**src/rtl/trap_dump_monitor_pkg.sv**
```systemverilog
// Shared types and constants for the trap-triggered memory dump monitor.
// The trap encoding, dump base and word stride live here so the monitor and its bench agree on them.
package trap_dump_pkg;

    typedef enum logic [1:0] {
        ST_RUN   = 2'd0,
        ST_DUMP  = 2'd1,
        ST_DRAIN = 2'd2,
        ST_DONE  = 2'd3
    } state_e;

    localparam logic [31:0] TRAP_WORD_DEF = 32'h4400_0300;
    localparam logic [31:0] DUMP_BASE_DEF = 32'd8192;
    localparam int unsigned WORD_STRIDE   = 32'd4;

endpackage

```
**src/rtl/trap_dump_monitor_if.sv**
```systemverilog
// Fetch observation, data-memory read port and dump stream of the monitor.
// slave is the monitor's view; master is the surrounding core / environment.
interface trap_dump_monitor_if #(
    parameter int DATA_W = 32,
    parameter int ADDR_W = 32,
    parameter int CNT_W  = 32
);
    logic [31:0]       instr;
    logic              instr_valid;
    logic              mem_rd_en;
    logic [ADDR_W-1:0] mem_rd_addr;
    logic [DATA_W-1:0] mem_rd_data;
    logic              dump_valid;
    logic [15:0]       dump_index;
    logic [ADDR_W-1:0] dump_addr;
    logic [DATA_W-1:0] dump_data;
    logic              busy;
    logic              done;
    logic              timed_out;
    logic [CNT_W-1:0]  cycle_count;

    modport slave (
        input  instr, instr_valid, mem_rd_data,
        output mem_rd_en, mem_rd_addr, dump_valid, dump_index, dump_addr,
               dump_data, busy, done, timed_out, cycle_count
    );

    modport master (
        output instr, instr_valid, mem_rd_data,
        input  mem_rd_en, mem_rd_addr, dump_valid, dump_index, dump_addr,
               dump_data, busy, done, timed_out, cycle_count
    );
endinterface

```
**src/rtl/trap_dump_monitor_sat_counter.sv**
```systemverilog
// Width-parametrised up-counter that sticks at all-ones and holds while freeze is high.
module sat_counter #(
    parameter int W = 32
) (
    input  logic         clk,
    input  logic         rst_n,
    input  logic         srst,
    input  logic         freeze,
    output logic [W-1:0] count
);
    localparam logic [W-1:0] CNT_MAX = '1;

    // count up until saturation unless frozen
    always_ff @(posedge clk or negedge rst_n) begin
        if (!rst_n) begin
            count <= '0;
        end else if (srst) begin
            count <= '0;
        end else if (!freeze && (count != CNT_MAX)) begin
            count <= count + W'(1);
        end else begin
            count <= count;
        end
    end
endmodule

```
**src/rtl/trap_dump_monitor.sv**
```systemverilog
// Watches the fetch stream for the end-of-program trap (or a cycle timeout) and then
// streams a fixed window of data memory out through the dump port, once per reset.
module trap_dump_monitor
    import trap_dump_pkg::*;
#(
    parameter int              DATA_W         = 32,
    parameter int              ADDR_W         = 32,
    parameter logic [31:0]     TRAP_WORD      = TRAP_WORD_DEF,
    parameter logic [ADDR_W-1:0] DUMP_BASE    = ADDR_W'(DUMP_BASE_DEF),
    parameter int unsigned     DUMP_WORDS     = 32'd10,
    parameter int unsigned     TIMEOUT_CYCLES = 32'd25000,
    parameter int              CNT_W          = 32
) (
    input  logic                clock,
    input  logic                reset,
    trap_dump_monitor_if.slave  bus
);
    localparam logic [CNT_W-1:0] TO_LAST  =
        CNT_W'((TIMEOUT_CYCLES == 32'd0) ? 32'd0 : TIMEOUT_CYCLES - 32'd1);
    localparam logic [15:0]      LAST_IDX =
        16'((DUMP_WORDS == 32'd0) ? 32'd0 : DUMP_WORDS - 32'd1);

    state_e              state_r;
    logic [15:0]         rd_idx_r;
    logic                mem_rd_en_r;
    logic [ADDR_W-1:0]   mem_rd_addr_r;
    logic                dump_valid_r;
    logic [15:0]         dump_index_r;
    logic [ADDR_W-1:0]   dump_addr_r;
    logic                busy_r;
    logic                done_r;
    logic                timed_out_r;
    logic [CNT_W-1:0]    cycle_count_s;
    logic [DATA_W-1:0]   rd_data_s;
    logic                trap_hit_s;
    logic                timeout_hit_s;
    logic                freeze_s;

    // trigger decode; a timeout of zero means the watchdog is disabled
    always_comb begin
        trap_hit_s = bus.instr_valid && (bus.instr == TRAP_WORD);
        if (TIMEOUT_CYCLES != 32'd0) begin
            timeout_hit_s = (cycle_count_s == TO_LAST);
        end else begin
            timeout_hit_s = 1'b0;
        end
        freeze_s = (state_r == ST_DONE);
    end

    sat_counter #(.W(CNT_W)) u_cycle_cnt (
        .clk    (clock),
        .rst_n  (reset),
        .srst   (1'b0),
        .freeze (freeze_s),
        .count  (cycle_count_s)
    );

    // control FSM with read issue and registered dump sideband (one cycle behind the read)
    always_ff @(posedge clock or negedge reset) begin
        if (!reset) begin
            state_r       <= ST_RUN;
            rd_idx_r      <= 16'd0;
            mem_rd_en_r   <= 1'b0;
            mem_rd_addr_r <= '0;
            dump_valid_r  <= 1'b0;
            dump_index_r  <= 16'd0;
            dump_addr_r   <= '0;
            busy_r        <= 1'b0;
            done_r        <= 1'b0;
            timed_out_r   <= 1'b0;
        end else begin
            dump_valid_r <= mem_rd_en_r;
            if (mem_rd_en_r) begin
                dump_index_r <= rd_idx_r;
                dump_addr_r  <= mem_rd_addr_r;
            end else begin
                dump_index_r <= dump_index_r;
                dump_addr_r  <= dump_addr_r;
            end

            case (state_r)
                ST_RUN: begin
                    if (trap_hit_s || timeout_hit_s) begin
                        // a trap in the same cycle as the timeout is a clean finish
                        timed_out_r <= !trap_hit_s;
                        if (DUMP_WORDS == 32'd0) begin
                            state_r <= ST_DONE;
                            done_r  <= 1'b1;
                        end else begin
                            state_r       <= ST_DUMP;
                            busy_r        <= 1'b1;
                            mem_rd_en_r   <= 1'b1;
                            mem_rd_addr_r <= DUMP_BASE;
                            rd_idx_r      <= 16'd0;
                        end
                    end else begin
                        state_r <= ST_RUN;
                    end
                end
                ST_DUMP: begin
                    if (rd_idx_r == LAST_IDX) begin
                        state_r     <= ST_DRAIN;
                        mem_rd_en_r <= 1'b0;
                    end else begin
                        rd_idx_r      <= rd_idx_r + 16'd1;
                        mem_rd_addr_r <= mem_rd_addr_r + ADDR_W'(WORD_STRIDE);
                    end
                end
                ST_DRAIN: begin
                    state_r <= ST_DONE;
                    busy_r  <= 1'b0;
                    done_r  <= 1'b1;
                end
                ST_DONE: begin
                    state_r <= ST_DONE;
                end
                default: begin
                    state_r     <= ST_RUN;
                    mem_rd_en_r <= 1'b0;
                    busy_r      <= 1'b0;
                end
            endcase
        end
    end

    assign rd_data_s       = bus.mem_rd_data;
    assign bus.mem_rd_en   = mem_rd_en_r;
    assign bus.mem_rd_addr = mem_rd_addr_r;
    assign bus.dump_valid  = dump_valid_r;
    assign bus.dump_index  = dump_index_r;
    assign bus.dump_addr   = dump_addr_r;
    assign bus.dump_data   = rd_data_s;
    assign bus.busy        = busy_r;
    assign bus.done        = done_r;
    assign bus.timed_out   = timed_out_r;
    assign bus.cycle_count = cycle_count_s;
endmodule
```
**src/flat_wrapper.sv**
```systemverilog
// flat-port wrapper written by rule: the top's interface ports become plain ports
module trap_dump_monitor_flat import trap_dump_pkg::*;
#(
    parameter int              DATA_W         = 32,
    parameter int              ADDR_W         = 32,
    parameter logic [31:0]     TRAP_WORD      = TRAP_WORD_DEF,
    parameter logic [ADDR_W-1:0] DUMP_BASE    = ADDR_W'(DUMP_BASE_DEF),
    parameter int unsigned     DUMP_WORDS     = 32'd10,
    parameter int unsigned     TIMEOUT_CYCLES = 32'd25000,
    parameter int              CNT_W          = 32
)
  (clock, reset, bus_instr, bus_instr_valid, bus_mem_rd_data, bus_mem_rd_en, bus_mem_rd_addr, bus_dump_valid, bus_dump_index, bus_dump_addr, bus_dump_data, bus_busy, bus_done, bus_timed_out, bus_cycle_count);
  trap_dump_monitor_if #(.DATA_W(DATA_W), .ADDR_W(ADDR_W), .CNT_W(CNT_W)) bus_i ();
  input  logic clock;
  input  logic reset;
  input wire logic [$bits(bus_i.instr)-1:0] bus_instr;
  input wire logic [$bits(bus_i.instr_valid)-1:0] bus_instr_valid;
  input wire logic [$bits(bus_i.mem_rd_data)-1:0] bus_mem_rd_data;
  output wire logic [$bits(bus_i.mem_rd_en)-1:0] bus_mem_rd_en;
  output wire logic [$bits(bus_i.mem_rd_addr)-1:0] bus_mem_rd_addr;
  output wire logic [$bits(bus_i.dump_valid)-1:0] bus_dump_valid;
  output wire logic [$bits(bus_i.dump_index)-1:0] bus_dump_index;
  output wire logic [$bits(bus_i.dump_addr)-1:0] bus_dump_addr;
  output wire logic [$bits(bus_i.dump_data)-1:0] bus_dump_data;
  output wire logic [$bits(bus_i.busy)-1:0] bus_busy;
  output wire logic [$bits(bus_i.done)-1:0] bus_done;
  output wire logic [$bits(bus_i.timed_out)-1:0] bus_timed_out;
  output wire logic [$bits(bus_i.cycle_count)-1:0] bus_cycle_count;
  assign bus_i.instr = bus_instr;
  assign bus_i.instr_valid = bus_instr_valid;
  assign bus_i.mem_rd_data = bus_mem_rd_data;
  assign bus_mem_rd_en = bus_i.mem_rd_en;
  assign bus_mem_rd_addr = bus_i.mem_rd_addr;
  assign bus_dump_valid = bus_i.dump_valid;
  assign bus_dump_index = bus_i.dump_index;
  assign bus_dump_addr = bus_i.dump_addr;
  assign bus_dump_data = bus_i.dump_data;
  assign bus_busy = bus_i.busy;
  assign bus_done = bus_i.done;
  assign bus_timed_out = bus_i.timed_out;
  assign bus_cycle_count = bus_i.cycle_count;
  trap_dump_monitor #(.DATA_W(DATA_W), .ADDR_W(ADDR_W), .TRAP_WORD(TRAP_WORD), .DUMP_BASE(DUMP_BASE), .DUMP_WORDS(DUMP_WORDS), .TIMEOUT_CYCLES(TIMEOUT_CYCLES), .CNT_W(CNT_W)) u_core (.clock(clock), .reset(reset), .bus(bus_i));
endmodule
```
**config.mk**
```make
export PLATFORM = sky130hd
export DESIGN_NAME = trap_dump_monitor_flat
export DESIGN_NICKNAME = d
export VERILOG_FILES = /design/src/rtl/trap_dump_monitor_pkg.sv /design/src/rtl/trap_dump_monitor_if.sv /design/src/rtl/trap_dump_monitor_sat_counter.sv /design/src/rtl/trap_dump_monitor.sv /design/src/flat_wrapper.sv
export SDC_FILE = /design/constraint.sdc
export NUM_CORES = 1
export LEC_CHECK = 0
export CELL_PAD_IN_SITES_DETAIL_PLACEMENT = 2
export CELL_PAD_IN_SITES_GLOBAL_PLACEMENT = 2
export CORE_MARGIN = 4
export CORE_UTILIZATION = 31
export CTS_BUF_LIST = sky130_fd_sc_hd__clkbuf_4 sky130_fd_sc_hd__clkbuf_8 sky130_fd_sc_hd__clkbuf_16
export DETAILED_ROUTE_END_ITERATION = 8
export PLACE_DENSITY_LB_ADDON = 0.1
export SYNTH_ARGS = -nofsm -noshare
export SYNTH_HDL_FRONTEND = slang
export SYNTH_SLANG_ARGS = --single-unit
```
**constraint.sdc**
```tcl
create_clock -name clock -period 3.39 [get_ports clock]
set_input_delay 0.678 -clock clock [delete_from_list [all_inputs] [get_ports clock]]
set_output_delay 0.678 -clock clock [all_outputs]
set_load 0.01 [all_outputs]
```
### After elaboration in Yosys (flattened, before gate mapping)

Index checks and enable logic that the tools add are counted.
W data, S select, Z words.

* flip-flop bits (word level): 135
* word-level logic and storage cells: 50
* RAM bits: 0
* memories kept: 0
* bits in latches: 0
* memory bits (read-only): 0
* bits of input ports: 67
* output and inout bits: 149

* reduce and logical (&&, ||, !) cells: 13
* $mul: 0
* shifts and indexed selects: 0
* div/mod/pow operators: 0
* $lt $le $gt $ge: 0
* muxes and demuxes: 13
* eq/ne operators: 10
* add/sub/neg operators: 3
* bitwise logic cells: 0

Operators by type and width (number)
* $mux W32: 2
* $pmux W32 S2: 1
* $add A32 B1 Y32 const B: 1
* $add A32 B3 Y32 const B: 1
* $eq A32 B15 Y1 const B: 1
* $eq A32 B31 Y1 const B: 1
* $mux W16: 2
* $ne A32 B32 Y1 const B: 1
* $pmux W16 S2: 1
* $add A16 B1 Y16 const B: 1
* $eq A16 B4 Y1 const B: 1
* $pmux W2 S3: 1
* $reduce_and A3 Y1: 2
* $eq A2 B2 Y1 const B: 2
* $ne A2 B1 Y1 const B: 2
* $pmux W1 S2: 2
* $reduce_and A2 Y1: 2
* $reduce_bool A2 Y1: 2
* $mux W1: 3
* $eq A2 B1 Y1 const B: 1
* $logic_and A1 B1 Y1: 2
* $logic_not A1 Y1: 2
* $logic_not A2 Y1: 1
* $mux W2: 1
* 3 further kinds: 3

### Depth between registers and ports, before layout

Gate-level depths: netlist (run 1).

* depth after elaboration: 5
* mapped depth: 9
* gate-level depth less buffers: 7

### Modules after synthesis

From an unflattened synthesis (run 1), not the netlist that was laid out.

* cells, all modules: 664
* area, all modules: 6917.9 um2

Modules (own cells, without submodules)
* trap_dump_monitor: cells each 460, instances 1, area each 4987.3 um2
* sat_counter: cells each 204, instances 1, area each 1930.6 um2

### Worst setup path after synthesis (run 1)

OpenSTA, ideal clock, no wires.

* kind: input-to-reg
* start point: in bus_instr[18]
* end point: reg u_core.rd_idx_r[9]
* arrival: 2.424 ns
* slack: 0.840 ns
* library setup time: 0.126 ns
* data required time: 3.264 ns
* stages: 8
* path through: nor4_1 nand4_1 or4_1 buf_6 and2_4 buf_6 buf_6 a311o_1

* longest elaborated chain between the ends: 5

RTL lines
* start, declared: line flat_wrapper.sv:16 `input wire logic [$bits(bus_i.instr)-1:0] bus_instr;`
* $eq A32 B31 Y1: line trap_dump_monitor.sv:41 `trap_hit_s = bus.instr_valid && (bus.instr == TRAP_WORD);`
* $logic_and A1 B1 Y1: line trap_dump_monitor.sv:41
* $logic_or A1 B1 Y1: line trap_dump_monitor.sv:83 `if (trap_hit_s || timeout_hit_s) begin`
* $ne A2 B1 Y1 (no line)
* $reduce_and A3 Y1 (no line)
* end signal, assigned: line trap_dump_monitor.sv:105 `rd_idx_r <= rd_idx_r + 16'd1;`
* end, declared: line trap_dump_monitor.sv:24 `logic [15:0] rd_idx_r;`

No other way between the ends.
A chain may end at the register's enable or synchronous reset.

### Final worst setup path (run 1)

* start point: reg u_core.u_cycle_cnt.count[9]
* end point: reg u_core.u_cycle_cnt.count[28]

* longest elaborated chain between the ends: 2
* elaborated cells between the ends (all ways): 3

RTL lines
* start, declared: line trap_dump_monitor_sat_counter.sv:9 `output logic [W-1:0] count`
* start signal, assigned: line trap_dump_monitor_sat_counter.sv:20 `count <= count + W'(1);`
* start signal, assigned: line trap_dump_monitor_sat_counter.sv:22 `count <= count;`
* parallel branches: the longest is 2 deep, another holds $add A32 B1 Y32

Parallel ways; which one is timed is not known.

==> results.sh, run 1 <==
export IMPL_route_met2_wl_um=10710
export IMPL_core_sq_um=21090
export IMPL_vdd_ir_drop_worst_mv=0.2765
export IMPL_syn2layout_area_growth_pct=32.43
export IMPL_gate_count_post_synth=631
export IMPL_powerDensity_nw_per_um2=415.2
export IMPL_yosys_warnings=0
export IMPL_chip_height_um=154.4
export IMPL_route_vias_total=5583
export IMPL_cp_depth=5
export IMPL_floorplan_rows=53
export IMPL_post_synth_cell_area_avg_sq_um=10.54
export IMPL_place_hpwl_um=14680
export IMPL_insertedDiodeCount=0
export IMPL_grt_start_max_net_pins=74
export IMPL_synth_edff_count=0
export IMPL_ys_async_sr_fraction_pct=100.0
export IMPL_detail_route_wirelength_um=21440
export IMPL_slowest_cell_on_the_critical_path="sky130_fd_sc_hd__nor4_1"
export IMPL_timing_critical_path_from_type="register"
export IMPL_critical_path_endpoint_type="register"
export IMPL_routed_wire_length_per_instance_um=20.83
export IMPL_final_fill_count=2214
export IMPL_critical_path_reg2reg_startpoint="u_core.u_cycle_cnt.count[9]"
export IMPL_crit_required_ps=3680
export IMPL_arrival_ps=3040
export IMPL_fin_skew_ps=12.62
export IMPL_globalplace_congestion=0.7732
export IMPL_postCtsSetupRepairBufs=0
export IMPL_cts_resized=0
export IMPL_final_setup_tns_ps=0
export IMPL_grt_total_usage_pct=17.91
export IMPL_io_buffer_count=147
export IMPL_critical_path_cell_chain="nand4_1, nor4_1, nor4b_2, nand3_1, xnor2_1"
export IMPL_final_hold_worst_slack_ps=278.6
export IMPL_drt_drc_violations_left=0
export IMPL_seq_area_frac_synth_pct=49.31
export IMPL_ys_types=54
export IMPL_critical_path_n_buffers_inverters=0
export IMPL_ys_dominant_reg_cell="sky130_fd_sc_hd__dfrtp_1"
export IMPL_number_of_cells_on_the_worst_reg_to_reg_path=5
export IMPL_layout_worst_path_cycle_share_pct=81.24
export IMPL_drt_met1_wl_um=9346
export IMPL_initialDrtViolationCount=261
export IMPL_power_static_leakage_nw=3.619
export IMPL_full_die_area_sq_um=23850
export IMPL_cpLargestDelayFamily="simple AND/OR/NAND/NOR gates"
export IMPL_wl_met3_um=1126
export IMPL_tritoncts_num_buffers=17
export IMPL_rr_endpoint="u_core.u_cycle_cnt.count[28]"
export IMPL_htree_num_levels=4
export IMPL_critical_path_class="register to register"
export IMPL_setup_violations_final=0
export IMPL_max_slew_margin_rel_pct=34.61
export IMPL_timing_fmax_ghz=0.3631
export IMPL_synth_seq_cells=131
export IMPL_clockRootBuffer="sky130_fd_sc_hd__clkbuf_16"
export IMPL_clock_input_transition_at_the_sequential_cells_of_the_worst_setup_and_hold_paths_ps=60
export IMPL_cts_tree="built"
export IMPL_global_route_overflow_total=0
export IMPL_seqCellArea_sq_um=3279
export IMPL_finalHoldViolCount=0
export IMPL_io_pin_count=216
export IMPL_die_w_um=154.4
export IMPL_max_cap_violations=0
export IMPL_worst_slew_pin_transition_ps=971.8
export IMPL_crit_fanout=7
export IMPL_outcome="finished clean"
export IMPL_dr_max_layer_used="met4"
export IMPL_layout_drive_gt1_share_pct=13.66
export IMPL_detailedRoute_firstPassIterationCount=4
export IMPL_finalNetCount=812
export IMPL_netlist_area_sq_um=6648
export IMPL_initial_cell_density_of_the_core_pct=31.52
export IMPL_vias_in_the_first_global_route=6259
export IMPL_multi_input_comb_area_sq_um=2915
export IMPL_cts_max_path_buffers=2
export IMPL_layout_min_cycle_time_ps=2754
export IMPL_final_antenna_net_count=0
export IMPL_rsz0062_at_grt="false"
export IMPL_insertion_delay_ps=420
export IMPL_antenna_found_initial=0
export IMPL_grt_first_pass_wirelength_um=34490
export IMPL_vias_per_cell=5.426
export IMPL_timing_reg2reg_setup_slack_ps=640
export IMPL_final_max_slew_viol_count=0
export IMPL_crit_path_max_incr_delay_ps=850
export IMPL_hp_class="input port to asynchronous set/reset pin"
export IMPL_numClockSinks=131
export IMPL_postCtsHoldBufs=0
-- layout make-up --
class                      count  area share, %
tap                          275          3.908
timing repair buffer         159          17.89
clock inverter                11          1.976
sequential                   131          37.25
clock buffer                  21          5.387
multi-input combinational    421          33.12
inverter                      11         0.4690
-- placed cells by master, fill, tap and decap left out, types with 3 or more instances in the layout --
master                            count
sky130_fd_sc_hd__xnor2_1             17
sky130_fd_sc_hd__and3_1              21
sky130_fd_sc_hd__inv_1               11
sky130_fd_sc_hd__nand3_1             45
sky130_fd_sc_hd__a311o_1             10
sky130_fd_sc_hd__nor3_1              27
sky130_fd_sc_hd__mux2_2              46
sky130_fd_sc_hd__buf_4               11
sky130_fd_sc_hd__clkbuf_8             3
sky130_fd_sc_hd__a21oi_1              5
sky130_fd_sc_hd__a31o_2               6
sky130_fd_sc_hd__nand2_1             40
sky130_fd_sc_hd__a31oi_1             23
sky130_fd_sc_hd__a21o_1               3
sky130_fd_sc_hd__or3_1                6
sky130_fd_sc_hd__clkdlybuf4s50_1    146
sky130_fd_sc_hd__conb_1               4
sky130_fd_sc_hd__o21ai_0              3
sky130_fd_sc_hd__nor4_1              21
sky130_fd_sc_hd__mux2i_1             15
sky130_fd_sc_hd__nand2b_1             5
sky130_fd_sc_hd__nand4b_1             3
sky130_fd_sc_hd__xor2_1              15
sky130_fd_sc_hd__bufinv_16            4
sky130_fd_sc_hd__clkinvlp_4           3
sky130_fd_sc_hd__o211ai_1             3
sky130_fd_sc_hd__nor2_1              22
sky130_fd_sc_hd__clkbuf_16           17
sky130_fd_sc_hd__ha_1                 4
sky130_fd_sc_hd__and4_1               5
sky130_fd_sc_hd__dfrtp_1            130
sky130_fd_sc_hd__nand4_1             33
sky130_fd_sc_hd__o31ai_1              5
sky130_fd_sc_hd__and2_1               8
-- logic make-up (layout without fill, tap and decap cells) --
group	count (synthesis)	count (layout)	share of synthesized area (%)
compound gates	72	72	8.075
xor+xnor	32	32	4.216
fa+ha+maj	4	4	0.7529
buf+inv	82	202	7.039
flops	131	131	49.31
mux	61	61	10.05
other cells	1	4	0.05641
simple gates	248	248	20.50
-- worst reg2reg max path, cell delays in order, from the launching register on --
cell and delay [ps]:
sky130_fd_sc_hd__dfrtp_1 520, sky130_fd_sc_hd__nand4_1 320, sky130_fd_sc_hd__nor4_1 850, sky130_fd_sc_hd__nor4b_2 600
sky130_fd_sc_hd__nand3_1 160, sky130_fd_sc_hd__xnor2_1 170
-- power breakdown --
part	internal (mW)	total, mW	switching (mW)
clock	1.30	2.01	0.710
combinational	0.0391	0.0796	0.0405
sequential	1.56	1.56	0
-- Yosys cell counts, types with 4 or more instances --
cell / instances / share of area [%]
sky130_fd_sc_hd__nor2_1: 22 / 1.2
sky130_fd_sc_hd__a31o_2: 6 / 0.79
sky130_fd_sc_hd__nand2_1: 40 / 2.3
sky130_fd_sc_hd__and2_1: 8 / 0.75
sky130_fd_sc_hd__mux2i_1: 15 / 2.3
sky130_fd_sc_hd__nand2b_1: 5 / 0.47
sky130_fd_sc_hd__nor4_1: 21 / 2.0
sky130_fd_sc_hd__and4_1: 5 / 0.66
sky130_fd_sc_hd__mux2_2: 46 / 7.8
sky130_fd_sc_hd__dfrtp_1: 131 / 49
sky130_fd_sc_hd__a31oi_1: 23 / 2.2
sky130_fd_sc_hd__xor2_1: 15 / 2.0
sky130_fd_sc_hd__nand4_1: 33 / 3.1
sky130_fd_sc_hd__a311o_1: 10 / 1.5
sky130_fd_sc_hd__nor3_1: 27 / 2.0
sky130_fd_sc_hd__o31ai_1: 5 / 0.56
sky130_fd_sc_hd__nand3_1: 45 / 3.4
sky130_fd_sc_hd__xnor2_1: 17 / 2.2
sky130_fd_sc_hd__or3_1: 6 / 0.56
sky130_fd_sc_hd__inv_1: 11 / 0.62
sky130_fd_sc_hd__ha_1: 4 / 0.75
sky130_fd_sc_hd__clkbuf_1: 27 / 1.5
sky130_fd_sc_hd__a21oi_1: 5 / 0.38
sky130_fd_sc_hd__buf_4: 36 / 4.1
sky130_fd_sc_hd__and3_1: 21 / 2.0
-- worst max-delay path by stage --
stage,start,end,slack [ps]
3_3_place_gp,bus_instr[8],u_core.bus.mem_rd_addr[23],310
3_5_place_dp,bus_instr[13],u_core.bus.mem_rd_addr[23],220
4_1_cts,u_core.u_cycle_cnt.count[0],u_core.u_cycle_cnt.count[28],620
2_1_floorplan,bus_instr[18],u_core.rd_idx_r[9],840
6_report,u_core.u_cycle_cnt.count[9],u_core.u_cycle_cnt.count[28],640
5_1_grt,u_core.u_cycle_cnt.count[9],u_core.u_cycle_cnt.count[28],350
-- flip-flops by register name, indices dropped and copies added (netlist names) --
name,flops
u_core.bus.dump_index,16
u_core.bus.dump_valid,1
u_core.bus.done,1
u_core.bus.mem_rd_addr,30
u_core.state_r,2
u_core.bus.timed_out,1
u_core.bus.mem_rd_en,1
u_core.bus.dump_addr,30
u_core.bus.busy,1
u_core.u_cycle_cnt.count,32
u_core.rd_idx_r,16
-- metal layers --
| metal | up-vias | GRT usage, % |
|---|---|---|
| li1 | 2510 | - |
| met1 | 2892 | 21.96 |
| met2 | 151 | 31.49 |
| met3 | 30 | 4.561 |
| met4 | 0 | 4.542 |
| met5 | - | 0 |
-- through the flow --
stage	setup WS, ps	std cells	power (mW)	area, sq um	utilization (%)
after floorplan	839.7	634	1.639	6659	-
after global placement	311.4	997	1.673	8155	38.67
after detailed placement	220.4	997	1.675	8155	38.67
after CTS	622.5	1029	3.715	8803	41.75
after global routing	351.6	1029	3.805	8803	41.75
final	635.9	1029	3.655	8803	41.75
Note: power is estimated with default switching activity, not from simulation.
==> run 2: changes to the inputs <==
--- a/config.mk
+++ b/config.mk
@@ -8,7 +8,7 @@
 export CELL_PAD_IN_SITES_DETAIL_PLACEMENT = 2
 export CELL_PAD_IN_SITES_GLOBAL_PLACEMENT = 2
 export CORE_MARGIN = 4
-export CORE_UTILIZATION = 31
+export CORE_UTILIZATION = 28
 export CTS_BUF_LIST = sky130_fd_sc_hd__clkbuf_4 sky130_fd_sc_hd__clkbuf_8 sky130_fd_sc_hd__clkbuf_16
 export DETAILED_ROUTE_END_ITERATION = 8
 export PLACE_DENSITY_LB_ADDON = 0.1
==> constraint.sdc (replaced) <==
create_clock -name clock -period 2.73 [get_ports clock]
set_input_delay 0.546 -clock clock [delete_from_list [all_inputs] [get_ports clock]]
set_output_delay 0.546 -clock clock [all_outputs]
set_load 0.01 [all_outputs]
==> run 2 against run 1 <==
  * Clock power is 25% higher
  * Cell area is 2.6% higher
  * Worst hold slack worse by 190 ps
  * Wire length is 1.6% higher
  * Die area is 10% higher
  * Critical path depth is 1 higher
  * Utilization is 3.2 points lower
  * Cell count is 6.2% higher
  * First-iteration DRC count is 32% lower
  * Sequential share of layout area is 0.93 points lower
  * Clock skew is 1.4 ps lower
==> results.sh, run 2 (synthesis results as in run 1) <==
export IMPL_outcome="finished clean"
export IMPL_setup_violations_final=0
export IMPL_clockRootBuffer="sky130_fd_sc_hd__clkbuf_16"
export IMPL_globalplace_congestion=0.7574
export IMPL_hp_class="input port to asynchronous set/reset pin"
export IMPL_critical_path_class="register to register"
export IMPL_route_vias_total=5641
export IMPL_drt_met1_wl_um=9822
export IMPL_critical_path_cell_chain="nor2_1, or4b_1, or3_1, buf_12, a32o_1, a21o_1"
export IMPL_biggest_register="u_core.u_cycle_cnt.count"
export IMPL_numClockSinks=131
export IMPL_syn2layout_area_growth_pct=35.84
export IMPL_io_buffer_count=147
export IMPL_initialDrtViolationCount=177
export IMPL_clock_input_transition_at_the_sequential_cells_of_the_worst_setup_and_hold_paths_ps=60
export IMPL_dpl_cell_count=1061
export IMPL_initial_cell_density_of_the_core_pct=28.41
export IMPL_slowest_cell_on_the_critical_path="sky130_fd_sc_hd__or3_1"
export IMPL_powerDensity_nw_per_um2=504.4
export IMPL_crit_path_max_incr_delay_ps=620
export IMPL_full_die_area_sq_um=26270
export IMPL_critical_path_endpoint_type="register"
export IMPL_detailedRoute_firstPassIterationCount=4
export IMPL_worst_slew_pin_transition_ps=933.9
export IMPL_final_setup_tns_ps=0
export IMPL_grt_start_max_net_pins=54
export IMPL_htree_num_levels=4
export IMPL_floorplan_rows=56
export IMPL_antenna_found_initial=0
export IMPL_arrival_ps=2830
export IMPL_vdd_ir_drop_worst_mv=0.3209
export IMPL_largest_register_ffs=32
export IMPL_global_route_overflow_total=0
export IMPL_layout_min_cycle_time_ps=2515
export IMPL_postCtsSetupRepairBufs=0
export IMPL_route_met2_wl_um=10530
export IMPL_max_cap_violations=0
export IMPL_tritoncts_num_buffers=17
export IMPL_layout_drive_gt1_share_pct=15.89
export IMPL_critical_path_reg2reg_startpoint="u_core.state_r[0]"
export IMPL_grt_first_pass_wirelength_um=35670
export IMPL_postCtsHoldBufs=0
export IMPL_place_hpwl_um=15160
export IMPL_max_slew_margin_rel_pct=37.74
export IMPL_insertedDiodeCount=0
export IMPL_insertion_delay_ps=420
export IMPL_cts_resized=0
export IMPL_finalNetCount=832
export IMPL_cts_tree="built"
export IMPL_cts_max_path_buffers=2
export IMPL_number_of_cells_on_the_worst_reg_to_reg_path=6
export IMPL_final_antenna_net_count=0
export IMPL_crit_required_ps=3040
export IMPL_layout_worst_path_cycle_share_pct=92.13
export IMPL_chip_height_um=162.1
export IMPL_vias_in_the_first_global_route=6356
export IMPL_critPathLaunch="u_core.state_r[0]"
export IMPL_io_pin_count=216
export IMPL_timing_critical_path_from_type="register"
export IMPL_grt_total_usage_pct=16.93
export IMPL_wl_met3_um=1144
export IMPL_mostFrequentLayoutCells="sky130_fd_sc_hd__clkdlybuf4s50_1, sky130_fd_sc_hd__dfrtp_1, sky130_fd_sc_hd__mux2_2"
export IMPL_post_layout_nonfiller_instances=1093
export IMPL_mostFrequentLayoutCell="sky130_fd_sc_hd__clkdlybuf4s50_1"
export IMPL_dr_max_layer_used="met4"
export IMPL_die_w_um=162.1
export IMPL_timing_fmax_ghz=0.3976
export IMPL_power_static_leakage_nw=3.745
export IMPL_finalHoldViolCount=0
export IMPL_crit_fanout=18
export IMPL_detail_route_wirelength_um=21770
export IMPL_routed_wire_length_per_instance_um=19.92
export IMPL_vias_per_cell=5.161
export IMPL_drt_drc_violations_left=0
export IMPL_fin_skew_ps=11.23
export IMPL_rsz0062_at_grt="false"
export IMPL_core_sq_um=23400
export IMPL_final_max_slew_viol_count=0
-- run 2: cell count changes in the layout (fill, tap and decap cells not counted), sizes merged --
| cell | previous run | this run |
|---|---|---|
| buf | 13 | 33 |
| clkinv | 3 | 6 |
| clkbuf | 21 | 20 |
| clkinvlp | 3 | 1 |
-- run 2: per-stage QoR --
step	cell area, sq um	worst slack, ps	total power, mW	util, %	hold slack, ps
global route	9030	71.97	4.723	38.59	120.5
global placement	8386	-126.2	2.080	35.83	458.0
floorplan	6659	311.7	2.036	-	250.4
finish	9030	214.9	4.555	38.59	84.82
detailed placement	8386	-211.5	2.082	35.83	451.4
CTS	9030	162.3	4.618	38.59	104.7
-- run 2: power by group --
group          switching (mW)  total, mW  leakage (nW)  internal (mW)
Clock                   0.908       2.51         0.316           1.60
Combinational          0.0501      0.101          1.91         0.0505
Sequential                  0       1.94          1.52           1.94
-- run 2: critical path: cells and delay by family, from the launching register on --
family	cells	cell delay, ps
flops	1	410
buf+inv	1	270
compound gates	2	440
simple gates	3	1280
-- run 2: path summary, 6_finish.rpt --
path                                         endpoint  slack (ps)
setup / recovery           u_core.bus.mem_rd_addr[31]         210
hold / removal                u_core.bus.dump_addr[3]          80
setup reg to reg           u_core.bus.mem_rd_addr[31]         210
hold reg to reg                       u_core.bus.done         470
max in group asynchronous  u_core.bus.mem_rd_addr[12]        2010
min in group clock                    u_core.bus.done         470
-- run 2: routing by layer --
metal / vias to the layer above / track usage [%]
met5: - / 0
met4: 0 / 5.383
met3: 35 / 4.314
met2: 146 / 28.44
met1: 2908 / 21.45
li1: 2552 / -
-- run 2: layout make-up --
type | instances | area (sq um)
inverter | 11 | 41.29
tap | 319 | 399.1
timing repair buffer | 179 | 1750
fill | 2489 | 14370
clock buffer | 20 | 466.7
sequential | 131 | 3279
multi-input combinational | 421 | 2915
clock inverter | 12 | 177.7
==> run 3: changes to the inputs <==
--- a/config.mk
+++ b/config.mk
@@ -8,7 +8,7 @@
 export CELL_PAD_IN_SITES_DETAIL_PLACEMENT = 2
 export CELL_PAD_IN_SITES_GLOBAL_PLACEMENT = 2
 export CORE_MARGIN = 4
-export CORE_UTILIZATION = 28
+export CORE_UTILIZATION = 31
 export CTS_BUF_LIST = sky130_fd_sc_hd__clkbuf_4 sky130_fd_sc_hd__clkbuf_8 sky130_fd_sc_hd__clkbuf_16
 export DETAILED_ROUTE_END_ITERATION = 8
 export PLACE_DENSITY_LB_ADDON = 0.1
==> constraint.sdc (replaced) <==
create_clock -name clock -period 3.1 [get_ports clock]
set_input_delay 0.62 -clock clock [delete_from_list [all_inputs] [get_ports clock]]
set_output_delay 0.62 -clock clock [all_outputs]
set_load 0.01 [all_outputs]
==> run 3 against run 2 <==
  * Non-clock buffer count down 17
  * Largest cell class unchanged
  * Sequential share of layout area increased by 1.4 points
  * Sequential power down 12%
  * Largest power group unchanged
==> results.sh, run 3 (synthesis results as in run 1) <==
export IMPL_outcome="finished clean"
export IMPL_setup_violations_final=0
export IMPL_largest_register_ffs=32
export IMPL_critical_path_n_buffers_inverters=1
export IMPL_insertion_delay_ps=420
export IMPL_timing_critical_path_from_type="register"
export IMPL_final_antenna_net_count=0
export IMPL_placedInstanceArea_sq_um=8165
export IMPL_layout_worst_path_cycle_share_pct=86.17
export IMPL_vdd_ir_drop_worst_mv=0.3343
export IMPL_numClockSinks=131
export IMPL_final_design_area_no_fill_sq_um=8703
export IMPL_mostFrequentLayoutCell="sky130_fd_sc_hd__clkdlybuf4s50_1"
export IMPL_finalHoldViolCount=0
export IMPL_crit_path_max_incr_delay_ps=660
export IMPL_layout_drive_gt1_share_pct=13.89
export IMPL_crit_fanout=29
export IMPL_worst_slew_pin_transition_ps=947.1
export IMPL_insertedDiodeCount=0
export IMPL_syn2layout_area_growth_pct=30.92
export IMPL_postCtsHoldBufs=0
export IMPL_critical_path_class="register to register"
export IMPL_biggest_register="u_core.u_cycle_cnt.count"
export IMPL_arrival_ps=2970
export IMPL_vias_per_cell=5.426
export IMPL_powerDensity_nw_per_um2=420.0
export IMPL_crit_required_ps=3390
export IMPL_routed_wire_length_per_instance_um=20.47
export IMPL_io_pin_count=216
export IMPL_initialDrtViolationCount=246
export IMPL_antenna_found_initial=0
export IMPL_critical_path_cell_chain="nor2_1, or4b_1, or3_1, buf_4, a311o_1"
export IMPL_chip_height_um=154.4
export IMPL_detailedRoute_firstPassIterationCount=6
export IMPL_final_setup_tns_ps=0
export IMPL_final_max_slew_viol_count=0
export IMPL_max_cap_violations=0
export IMPL_cts_tree="built"
export IMPL_layout_min_cycle_time_ps=2671
export IMPL_cpLargestDelayFamily="simple AND/OR/NAND/NOR gates"
export IMPL_max_slew_margin_rel_pct=36.28
export IMPL_finalNetCount=815
export IMPL_critical_path_endpoint_type="register"
export IMPL_io_buffer_count=147
export IMPL_cts_max_path_buffers=2
export IMPL_htree_num_levels=4
export IMPL_full_die_area_sq_um=23850
export IMPL_grt_first_pass_wirelength_um=34420
export IMPL_mostFrequentLayoutCells="sky130_fd_sc_hd__clkdlybuf4s50_1, sky130_fd_sc_hd__dfrtp_1, sky130_fd_sc_hd__mux2_2"
export IMPL_core_sq_um=21090
export IMPL_hp_class="input port to asynchronous set/reset pin"
export IMPL_timing_fmax_ghz=0.3744
export IMPL_grt_total_usage_pct=17.77
export IMPL_floorplan_rows=53
export IMPL_tritoncts_num_buffers=17
export IMPL_postCtsSetupRepairBufs=0
export IMPL_clockRootBuffer="sky130_fd_sc_hd__clkbuf_16"
export IMPL_detail_route_wirelength_um=21110
export IMPL_route_vias_total=5594
export IMPL_drt_drc_violations_left=0
export IMPL_grt_start_max_net_pins=86
export IMPL_p_total_mw=3.656
export IMPL_slowest_cell_on_the_critical_path="sky130_fd_sc_hd__or3_1"
export IMPL_rsz0062_at_grt="false"
export IMPL_vias_in_the_first_global_route=6251
export IMPL_global_route_overflow_total=0
export IMPL_clock_input_transition_at_the_sequential_cells_of_the_worst_setup_and_hold_paths_ps=60
export IMPL_die_w_um=154.4
export IMPL_cts_resized=0
export IMPL_place_hpwl_um=14730
export IMPL_globalplace_congestion=0.7461
export IMPL_fin_skew_ps=10.79
export IMPL_initial_cell_density_of_the_core_pct=31.52
export IMPL_power_static_leakage_nw=3.583
run 3: cell types whose count changed in the layout (fill, tap and decap cells not counted), sizes merged:
cell / previous run / this run
buf: 33 / 16
bufinv: 4 / 1
clkinvlp: 1 / 4
inv: 12 / 11
run 3: path summary, 6_finish.rpt:
| check | start | end | slack, ps | cells after the start |
|---|---|---|---|---|
| min | reset | u_core.bus.dump_addr[9] | 270 | 1 |
| min in group clock | u_core.bus.done | u_core.bus.done | 490 | 1 |
| max in group asynchronous | reset | u_core.u_cycle_cnt.count[15] | 2020 | 2 |
| min reg2reg | u_core.bus.done | u_core.bus.done | 490 | 1 |
| max reg2reg | u_core.state_r[1] | u_core.bus.mem_rd_addr[12] | 430 | 5 |
| max | u_core.state_r[1] | u_core.bus.mem_rd_addr[12] | 430 | 5 |
run 3: per-layer routing:
metal | global-route usage [%] | vias to the layer above | share of wire (%)
met1 | 22.78 | 2896 | 45
met4 | 4.794 | 0 | 1.3
met3 | 4.029 | 32 | 5.0
li1 | - | 2520 | -
met5 | 0 | - | 0
met2 | 30.30 | 146 | 49
run 3: area by class of cell:
| type | count | area [sq um] |
|---|---|---|
| Sequential cell | 131 | 3279 |
| Fill cell | 2220 | 12380 |
| Clock inverter | 11 | 90.09 |
| Inverter | 11 | 41.29 |
| Multi-Input combinational cell | 421 | 2915 |
| Timing Repair Buffer | 162 | 1585 |
| Clock buffer | 20 | 447.9 |
| Tap cell | 275 | 344.1 |
run 3: stage by stage:
| step | setup slack, ps | hold slack, ps | utilization (%) | cells |
|---|---|---|---|---|
| after floorplan | 607.7 | 324.4 | - | 634 |
| after global placement | 168.7 | 461.2 | 38.72 | 1000 |
| after detailed placement | 118.1 | 480.3 | 38.72 | 1000 |
| after CTS | 395.6 | 302.0 | 41.27 | 1031 |
| after global routing | 211.2 | 333.3 | 41.27 | 1031 |
| final | 428.7 | 267.8 | 41.27 | 1031 |
run 3: report_power, final:
| part | internal, mW | leakage [nW] | switching, mW |
|---|---|---|---|
| sequential | 1.71 | 1.52 | 0 |
| clock | 1.11 | 0.261 | 0.747 |
| combinational | 0.0418 | 1.80 | 0.0436 |
| total | 2.86 | 3.58 | 0.791 |
